`src/rtl/mem_pkg.sv`:
```
// rtl/mem_pkg.sv - default geometry, fill value and word typedefs for memory_block
package mem_pkg;
    localparam int          DEF_ADDR_WIDTH = 2;
    localparam int          DEF_DATA_WIDTH = 8;
    localparam logic [7:0]  DEF_RESET_VAL  = 8'hFF;

    typedef logic [DEF_ADDR_WIDTH-1:0] addr_t;
    typedef logic [DEF_DATA_WIDTH-1:0] data_t;
endpackage

```
`src/rtl/memory_block_bank.sv`:
```
// rtl/memory_block_bank.sv - storage array with async reset fill, write port and combinational read word
module memory_block_bank
    import mem_pkg::*;
#(
    parameter int                    ADDR_WIDTH = DEF_ADDR_WIDTH,
    parameter int                    DATA_WIDTH = DEF_DATA_WIDTH,
    parameter logic [DATA_WIDTH-1:0] RESET_VAL  = DEF_RESET_VAL
) (
    input  logic                  clk,
    input  logic                  reset,
    input  logic [ADDR_WIDTH-1:0] addr,
    input  logic                  wr_en,
    input  logic [DATA_WIDTH-1:0] wdata,
    output logic [DATA_WIDTH-1:0] rd_word
);
    localparam int DEPTH = 2 ** ADDR_WIDTH;

    logic [DATA_WIDTH-1:0] r_mem [DEPTH];

    always_ff @(posedge clk or negedge reset) begin
        if (!reset) begin
            for (int i = 0; i < DEPTH; i++) begin
                r_mem[i] <= RESET_VAL;
            end
        end else if (wr_en) begin
            r_mem[addr] <= wdata;
        end
    end

    // Pre-edge contents feed the read register, which gives read-first on a same-edge write.
    assign rd_word = r_mem[addr];
endmodule

```
`src/rtl/memory_block.sv`:
```
// rtl/memory_block.sv - single-port RAM top: bank plus registered, holding read port
module memory_block
    import mem_pkg::*;
#(
    parameter int                    ADDR_WIDTH = DEF_ADDR_WIDTH,
    parameter int                    DATA_WIDTH = DEF_DATA_WIDTH,
    parameter logic [DATA_WIDTH-1:0] RESET_VAL  = DEF_RESET_VAL
) (
    input  logic                  clk,
    input  logic                  reset,
    input  logic [ADDR_WIDTH-1:0] addr,
    input  logic                  wr_en,
    input  logic                  rd_en,
    input  logic [DATA_WIDTH-1:0] wdata,
    output logic [DATA_WIDTH-1:0] rdata
);
    logic [DATA_WIDTH-1:0] w_rd_word;
    logic [DATA_WIDTH-1:0] r_rdata;

    memory_block_bank #(
        .ADDR_WIDTH (ADDR_WIDTH),
        .DATA_WIDTH (DATA_WIDTH),
        .RESET_VAL  (RESET_VAL)
    ) u_bank (
        .clk     (clk),
        .reset   (reset),
        .addr    (addr),
        .wr_en   (wr_en),
        .wdata   (wdata),
        .rd_word (w_rd_word)
    );

    always_ff @(posedge clk or negedge reset) begin
        if (!reset) begin
            r_rdata <= '0;
        end else if (rd_en) begin
            r_rdata <= w_rd_word;
        end
    end

    assign rdata = r_rdata;
endmodule

```
`config.mk`:
```
export PLATFORM = sky130hd
export DESIGN_NAME = memory_block
export DESIGN_NICKNAME = d
export VERILOG_FILES = /design/src/rtl/mem_pkg.sv /design/src/rtl/memory_block_bank.sv /design/src/rtl/memory_block.sv
export SDC_FILE = /design/constraint.sdc
export NUM_CORES = 1
export LEC_CHECK = 0
export ABC_AREA = 1
export BUFFER_PORTS_ARGS = -buffer_cell sky130_fd_sc_hd__buf_2
export CAP_MARGIN = 20
export CORE_UTILIZATION = 50
export CTS_CLUSTER_SIZE = 30
export DETAILED_ROUTE_END_ITERATION = 10
export PLACE_DENSITY = 0.81
export SYNTH_ARGS = -nofsm -noshare
export SYNTH_HDL_FRONTEND = slang
export SYNTH_SLANG_ARGS = --single-unit
```
`constraint.sdc`:
```
create_clock -name clk -period 1.6 [get_ports clk]
set_clock_uncertainty 0.1 [all_clocks]
set_input_delay 0.16 -clock clk [delete_from_list [all_inputs] [get_ports clk]]
set_output_delay 0.16 -clock clk [all_outputs]
set_load 0.01 [all_outputs]
```
==> impl_metrics.tcl, run 1 <==
set metrics [dict create \
    synthMuxAreaShare_pct 0 \
    core-area_mm2 0.003442 \
    avgSynthCellArea_um2 8.370 \
    ios 22 \
    synth_flop_cell "dfstp_2" \
    status "finished clean" \
    final_area_mm2 0.002092 \
    end_kind "output port" \
    dpl.cell_count 284 \
    synthAdderAreaFrac_pct 0 \
    cts_setup_buffers 0 \
    dieArea_mm2 0.003964 \
    crit_arrival_ps 810 \
    pwr-share-comb_pct 16.8 \
    cp_max_fo 2 \
    synth_edf_count 0 \
    synth_seq_cells 40 \
    drv_slew 0 \
    vias 1455 \
    synth_top_family_by_area "simple AND/OR/NAND/NOR gates" \
    p_leak_nw 1.062 \
    antenna_left 0 \
    ys_async_sr_fraction_pct 100.0 \
    viasPerCell 4.966 \
    grt_pass1_vias 1390 \
    syn_area_mm2 0.001858 \
    wl_per_cell_um 12.32 \
    maxCapViolCount 0 \
    switching_share_pct 27.77 \
    hold_class "in -> reg" \
    stdcell_count 293 \
    gp_congestion 0.7849 \
    syn_nets 236 \
    place_area_mm2 0.001989 \
    slowest_delay_ps 390 \
    routed_wl_mm 3.609 \
    clockRootBuffer "clkbuf_8" \
    clk_pin_slew_worst_paths_ps 80 \
    setup_viol 0 \
    min_period_ps 1074 \
    htree_levels 2 \
    antennaDiodeCount 0 \
    irDropWorstVdd_v 0.0005961 \
    critical_path.startpoint_type "register" \
    cp_top_family "flip-flops" \
    synth_top_area_share_pct 45.25 \
    rows 21 \
    synth.area.top_cells "dfstp_2 (45%), nand2_1 (24%), dfrtp_1 (11%)" \
    start_util_pct 53.98 \
    period_share_pct 67.14 \
    synthesis.yosys.warnings 0 \
    port_buffers 21 \
    synth_xor_area_share_pct 0 \
    postSynthCellCount 222 \
    worst_slew_pin_slew_ps 492.7 \
    hpwl_mm 2.414 \
    internal-power_mw 1.774 \
    first_pass_iters 4 \
    p_seq_share_pct 55.2 \
    slew_headroom_pct 67.15 \
    drt_iter0_markers 89 \
    drive_above_1_share_pct 31.98 \
    final_hold_viol_count 0 \
    max_freq_ghz 0.9309 \
    final_nets 260 \
    synth-compound-area-share_pct 10.24 \
    synth_commonest_cells "nand2_1 (118), dfstp_2 (32), o21ai_0 (16), inv_1 (10)" \
    cts_tree "yes" \
    grt_usage_pct 20.82 \
    antenna_found_initial 0 \
    setup_tns_ps 0 \
    grt_pass1_wl_mm 6.244 \
    cts.sinks 40 \
    required_ps 1340 \
    yosys.area.top_type "dfstp_2" \
    crit_buf_inv 1 \
    yosysSeqAreaShare_pct 56.03 \
    die_h_um 62.96 \
    drc 0 \
    cts_made_buffers 5 \
    critical-path-slowest-cell "dfrtp_1" \
    power_switching_mw 0.6819 \
    cp_cell_sequence "buf_2" \
    grt_max_degree 41 \
    syn_to_final_growth_pct 12.59 \
    clk_latency_ps 290 \
    clockBufferDepth 2 \
    p_clk_share_pct 27.9 \
    fp.dieW_um 62.96 \
    worst-setup-path-type "reg -> out" \
    yosys.area_share.simple_pct 28.22 \
    synth.most_common_cell "nand2_1" \
    hold_ws_ps 33.37 \
    grt_overflow_total 0 \
    rsz0062_at_grt "false" \
    p_per_area_mw_per_mm2 1174 \
    synth_cell_type_count 18 \
]
through the flow:
step	setup slack [ps]	util [%]	total power [mW]
after floorplan	645.8	-	1.638
after global placement	368.3	57.80	1.764
after detailed placement	315.2	57.80	1.784
after CTS	508.7	60.78	2.482
after global routing	439.4	60.78	2.606
final	525.8	60.78	2.455
area by class of cell:
cell class	instances	area, µm²
Clock buffer	6	82.58
Clock inverter	2	10.01
Fill cell	333	1350
Inverter	11	41.29
Multi-Input combinational cell	162	714.4
Sequential cell	40	1041
Tap cell	46	57.56
Timing Repair Buffer	26	145.1
layer usage:
| metal | vias to the layer above | track usage, % | wire length, µm |
|---|---|---|---|
| met5 | - | 0 | 0 |
| met4 | 0 | 9.302 | 57 |
| met3 | 6 | 5.657 | 151 |
| met2 | 41 | 33.74 | 1700 |
| met1 | 671 | 25.78 | 1700 |
| li1 | 737 | - | - |
power groups by stage:
stage                     combinational, mW  clock (mW)  sequential (mW)
final                                 0.414       0.686             1.36
after global routing                  0.482       0.746             1.38
after CTS                             0.418       0.709             1.36
after detailed placement              0.414           0             1.37
after global placement                0.401           0             1.36
after floorplan                       0.276           0             1.36
cell families (layout without fill, tap and decap cells):
family          after synthesis  in the layout
simple gates                130            130
buf+inv                      20             45
compound gates               32             32
flops                        40             40
final timing paths:
kind	end	startpoint	cells after the start	slack (ps)
setup / recovery	rdata[6]	rdata[6]	1	530
hold / removal	u_bank.r_mem[15]	wdata[7]	3	30
setup reg to reg	rdata[5]	u_bank.r_mem[13]	6	530
hold reg to reg	u_bank.r_mem[4]	u_bank.r_mem[4]	2	380
max in group asynchronous	u_bank.r_mem[14]	reset	3	680
min in group asynchronous	rdata[4]	reset	3	340
placed cells by master (no fill, tap or decap), drive strengths merged:
cell	n
clkinv	2
o21ai	32
dfstp	32
clkbuf	6
buf	25
dlygate4sd3	1
nand2	119
inv	11
nand3	7
dfrtp	8
nor2	4
sequential cells by signal, summed over array words and instances, names as in the netlist:
signal	flops
rdata	8
u_bank.r_mem	32
repair_timing:
item,4_1_cts,5_1_grt
resized for setup,0,0
hold endpoints to repair,8,0
hold buffers,1,0
worst register-to-register path: cells and delay by family (launching register included):
kind	cells	cell delay [ps]
AND/OR/NAND/NOR	6	370
flip-flops	1	540
No activity file was read; power rests on OpenSTA's default activity.
==> run 2, diff against run 1 <==
Clock period 1.6 ns to 1 ns, I/O delays scaled along.
==> impl_metrics.tcl, run 2 (synthesized netlist as in run 1, its figures left out) <==
set metrics [dict create \
    status "finished, violations left" \
    violations "setup timing" \
    drc 0 \
    cp_max_fo 2 \
    slew_headroom_pct 79.11 \
    antennaDiodeCount 0 \
    p_clk_share_pct 32.0 \
    largest_reg_flops 32 \
    hold_ws_ps 19.87 \
    rows 21 \
    layout_common_cells "nand2_1 (110), dfstp_2 (32), buf_2 (21), buf_4 (21), o21ai_0 (16)" \
    start_util_pct 53.98 \
    first_pass_iters 4 \
    crit_arrival_ps 1230 \
    p_seq_share_pct 49.1 \
    grt_usage_pct 22.64 \
    period_share_pct 109.3 \
    drt_iter0_markers 89 \
    gp_congestion 0.8129 \
    clk_latency_ps 300 \
    worst-setup-path-type "reg -> reg" \
    cp_top_family "flip-flops" \
    required_ps 1140 \
    die_h_um 62.96 \
    top_register "u_bank.r_mem" \
    clk_pin_slew_worst_paths_ps 70 \
    path_depth 6 \
    irDropWorstVdd_v 0.001061 \
    r2r_cells 6 \
    dieArea_mm2 0.003964 \
    final_common_cell "nand2_1" \
    critical-path-slowest-cell "dfstp_2" \
    grt_overflow_total 0 \
    end_kind "register" \
    pwr-share-comb_pct 18.9 \
    ios 22 \
    core-area_mm2 0.003442 \
    cpMostUsedCell "nand2_2" \
    power_switching_mw 1.142 \
    hpwl_mm 2.700 \
    antenna_found_initial 0 \
    syn_to_final_growth_pct 30.17 \
    grt_max_degree 41 \
    clockBufferDepth 2 \
    routed_wl_mm 4.068 \
    drive_above_1_share_pct 39.27 \
    p_leak_nw 1.224 \
    viasPerCell 4.975 \
    final_hold_viol_count 0 \
    finalPower_mw 4.438 \
    wl_per_cell_um 12.67 \
    slowest_delay_ps 550 \
    final_nets 288 \
    grt_pass1_wl_mm 6.727 \
    hold_depth 3 \
    switching_share_pct 25.74 \
    nFillCells 255 \
    p_per_area_mw_per_mm2 1835 \
    grt_pass1_vias 1476 \
    antenna_left 0 \
    port_buffers 21 \
    clockRootBuffer "clkbuf_8" \
    crit_buf_inv 0 \
    cts_made_buffers 5 \
    rsz0062_at_grt "true" \
    max_freq_ghz 0.9147 \
    cts_tree "yes" \
    fp.dieW_um 62.96 \
    cp_cell_sequence "nand2_2 -> nand2_2 -> nand2_2 -> nand2_2 -> nand2_2 -> nand2_1" \
    worst_slew_pin_slew_ps 312.3 \
    min_period_ps 1093 \
    cts.sinks 40 \
    maxCapViolCount 0 \
    htree_levels 2 \
    vias 1597 \
    drv_slew 0 \
    hold_class "in -> reg" \
    critical_path.startpoint_type "register" \
    internal-power_mw 3.296 \
    setup_viol 15 \
    fin_ws_ps -93.25 \
]
-- run 2: changes by cell type in the layout (fill, tap and decap cells not counted), moves of 2 or more --
cell           previous run  this run
nand2_1                 118       110
clkinv_2                  2         0
nand2_2                   1         9
buf_12                    0         3
buf_4                     4        21
dlygate4sd3_1             1         9
-- run 2: stage by stage --
step                std cells  setup TNS, ps  utilization (%)  setup slack, ps  cell area (µm²)
finish                    321         -353.3            70.27           -93.25             2419
floorplan                 222              0                -            45.84             1858
global route              321          -1018            70.27           -139.2             2419
CTS                       318         -294.1            68.88           -61.15             2371
detailed placement        297          -1013            61.72           -75.16             2125
global placement          297         -506.0            61.72           -49.19             2125
-- run 2: power by group through the flow --
stage | combinational [mW] | sequential [mW] | clock, mW
after floorplan | 0.441 | 2.18 | 0
after global placement | 0.690 | 2.19 | 0
after detailed placement | 0.719 | 2.19 | 0
after CTS | 0.789 | 2.17 | 1.45
after global routing | 0.952 | 2.21 | 1.51
final | 0.840 | 2.18 | 1.42
-- run 2: worst paths after layout --
check / end / startpoint / slack, ps
setup reg to reg: rdata[0] / u_bank.r_mem[24] / -90
min in group asynchronous: rdata[3] / reset / 200
hold reg to reg: u_bank.r_mem[2] / u_bank.r_mem[2] / 370
max in group asynchronous: u_bank.r_mem[15] / reset / 350
setup / recovery: rdata[0] / u_bank.r_mem[24] / -90
hold / removal: rdata[4] / rd_en / 20
-- run 2: layout make-up --
type                    count  area [µm²]  area share [%]
inverters                  11       41.29           1.707
clock inverters             1       30.03           1.242
multi-input cells         162       739.5           30.57
well taps                  46       57.56           2.380
repair buffers             54       412.9           17.07
flip-flops and latches     40        1041           43.04
clock buffers               7       96.34           3.983
-- run 2: layer usage --
metal	vias to the layer above	global-route usage (%)	part of all wire, %
li1	794	-	-
met1	754	29.43	44
met2	41	34.27	50
met3	8	6.569	4.1
met4	0	11.34	1.9
met5	-	0	0
-- run 2: worst register-to-register path, delay by kind of cell (launching register included) --
family	cells	cell delay, ps
AND/OR/NAND/NOR	6	400
flip-flops	1	550
-- run 2: repair_timing --
action                                  CTS  global route
resized for setup                         0             9
hold buffers                              9             0
pin swaps                                10            13
hold endpoints to repair                 55             0
buffers inserted                          4             3
endpoints found under the setup margin   15            16
==> run 3, diff against run 2 <==
Settings changed: CORE_UTILIZATION 50 to 55, PLACE_DENSITY 0.81 to 0.87.
Clock period 1 ns to 1.2 ns, I/O delays scaled along.
==> impl_metrics.tcl, run 3 (synthesized netlist as in run 1, its figures left out) <==
set metrics [dict create \
    core-area_mm2 0.003128 \
    min_period_ps 1135 \
    final_nets 273 \
    largest_reg_flops 32 \
    required_ps 980 \
    vias 1506 \
    fin_ws_ps 65.14 \
    clk_pin_slew_worst_paths_ps 120 \
    critical_path.startpoint_type "register" \
    clk_latency_ps 360 \
    crit_buf_inv 1 \
    place_ws_ps 47.72 \
    grt_pass1_wl_mm 6.624 \
    rows 20 \
    cp_max_fo 2 \
    final_common_cell "nand2_1" \
    cp_cell_sequence "buf_2" \
    cts_setup_buffers 0 \
    hpwl_mm 2.626 \
    drt_iter0_markers 59 \
    setup_tns_ps 0 \
    slowest_delay_ps 410 \
    clockRootBuffer "clkbuf_4" \
    critical-path-slowest-cell "dfrtp_1" \
    dieArea_mm2 0.003614 \
    wl_per_cell_um 12.73 \
    drv_slew 0 \
    grt_usage_pct 26.00 \
    worst-setup-path-type "reg -> out" \
    antennaDiodeCount 0 \
    die_h_um 60.12 \
    post-route-util_pct 70.96 \
    p_seq_share_pct 54.8 \
    drive_above_1_share_pct 31.92 \
    pwr-share-comb_pct 17.9 \
    layout_common_cells "nand2_1 (118), dfstp_2 (32), buf_2 (21)" \
    max_freq_ghz 0.8812 \
    maxCapViolCount 0 \
    cts.sinks 40 \
    antenna_found_initial 0 \
    status "finished clean" \
    start_util_pct 59.40 \
    fp.dieW_um 60.12 \
    grt_pass1_vias 1448 \
    top_register "u_bank.r_mem" \
    p_per_area_mw_per_mm2 1490 \
    setup_viol 0 \
    cts_tree "yes" \
    worst_slew_pin_slew_ps 320.8 \
    gp_congestion 0.8427 \
    ios 22 \
    port_buffers 21 \
    r2r_start "u_bank.r_mem[21]" \
    first_pass_iters 5 \
    cts_made_buffers 5 \
    end_kind "output port" \
    grt_max_degree 41 \
    p_clk_share_pct 27.3 \
    rsz0062_at_grt "false" \
    holdCritStartpoint "wr_en" \
    drc 0 \
    final_hold_viol_count 0 \
    hold_class "in -> reg" \
    antenna_left 0 \
    cts_resized 0 \
    p_leak_nw 1.122 \
    internal-power_mw 2.408 \
    viasPerCell 4.954 \
    clockBufferDepth 2 \
    syn_to_final_growth_pct 19.46 \
    irDropWorstVdd_v 0.0009335 \
    grt_overflow_total 0 \
    power_switching_mw 0.8998 \
    switching_share_pct 27.21 \
    routed_wl_mm 3.870 \
    r2r_slack_ps 140 \
    slew_headroom_pct 78.59 \
    crit_arrival_ps 910 \
    cts-hold-fix-buffers 10 \
    period_share_pct 94.57 \
    htree_levels 2 \
    crit_path_start "rdata[3]" \
    cp_top_family "flip-flops" \
]
-- run 3: changes by cell type in the layout (fill, tap and decap cells not counted), moves of 2 or more --
cell	before	now
clkbuf_4	0	5
nand2_2	9	1
clkbuf_8	7	2
buf_12	3	1
buf_4	21	7
nand2_1	110	118
-- run 3: cell type report --
type,instances,area (µm²)
tap,44,55.05
sequential,40,1041
fill,256,908.4
inverter,11,41.29
multi-input combinational,162,714.4
clock buffer,8,90.09
timing repair buffer,39,277.8
-- run 3: final timing paths --
check	end	cells past startpoint
setup / recovery	rdata[3]	1
max in group asynchronous	u_bank.r_mem[19]	3
min in group asynchronous	rdata[3]	3
hold reg to reg	rdata[0]	2
hold / removal	u_bank.r_mem[9]	3
setup reg to reg	rdata[5]	6
-- run 3: per-layer routing --
metal | routed length, µm | vias up | track usage (%) | part of all wire [%]
li1 | - | 767 | - | -
met1 | 1817 | 695 | 31.55 | 47
met2 | 1821 | 38 | 42.23 | 47
met3 | 137 | 6 | 7.143 | 3.5
met4 | 94 | 0 | 12.96 | 2.4
met5 | 0 | - | 0 | 0
-- run 3: per-stage QoR --
step	hold WS [ps]	total power, mW	cell area (µm²)	instances
finish	102.3	3.307	2220	304
global route	108.2	3.513	2220	304
CTS	102.0	3.342	2220	304
detailed placement	2.417	2.403	2029	286
global placement	1.544	2.367	2029	286
floorplan	-275.6	2.184	1858	222
-- run 3: power by group through the flow --
| stage | Clock, mW | Combinational (mW) | Sequential (mW) |
|---|---|---|---|
| after detailed placement | 0 | 0.569 | 1.83 |
| final | 0.902 | 0.592 | 1.81 |
| after CTS | 0.933 | 0.596 | 1.81 |
| after global placement | 0 | 0.546 | 1.82 |
| after floorplan | 0 | 0.367 | 1.82 |
| after global routing | 0.981 | 0.689 | 1.84 |
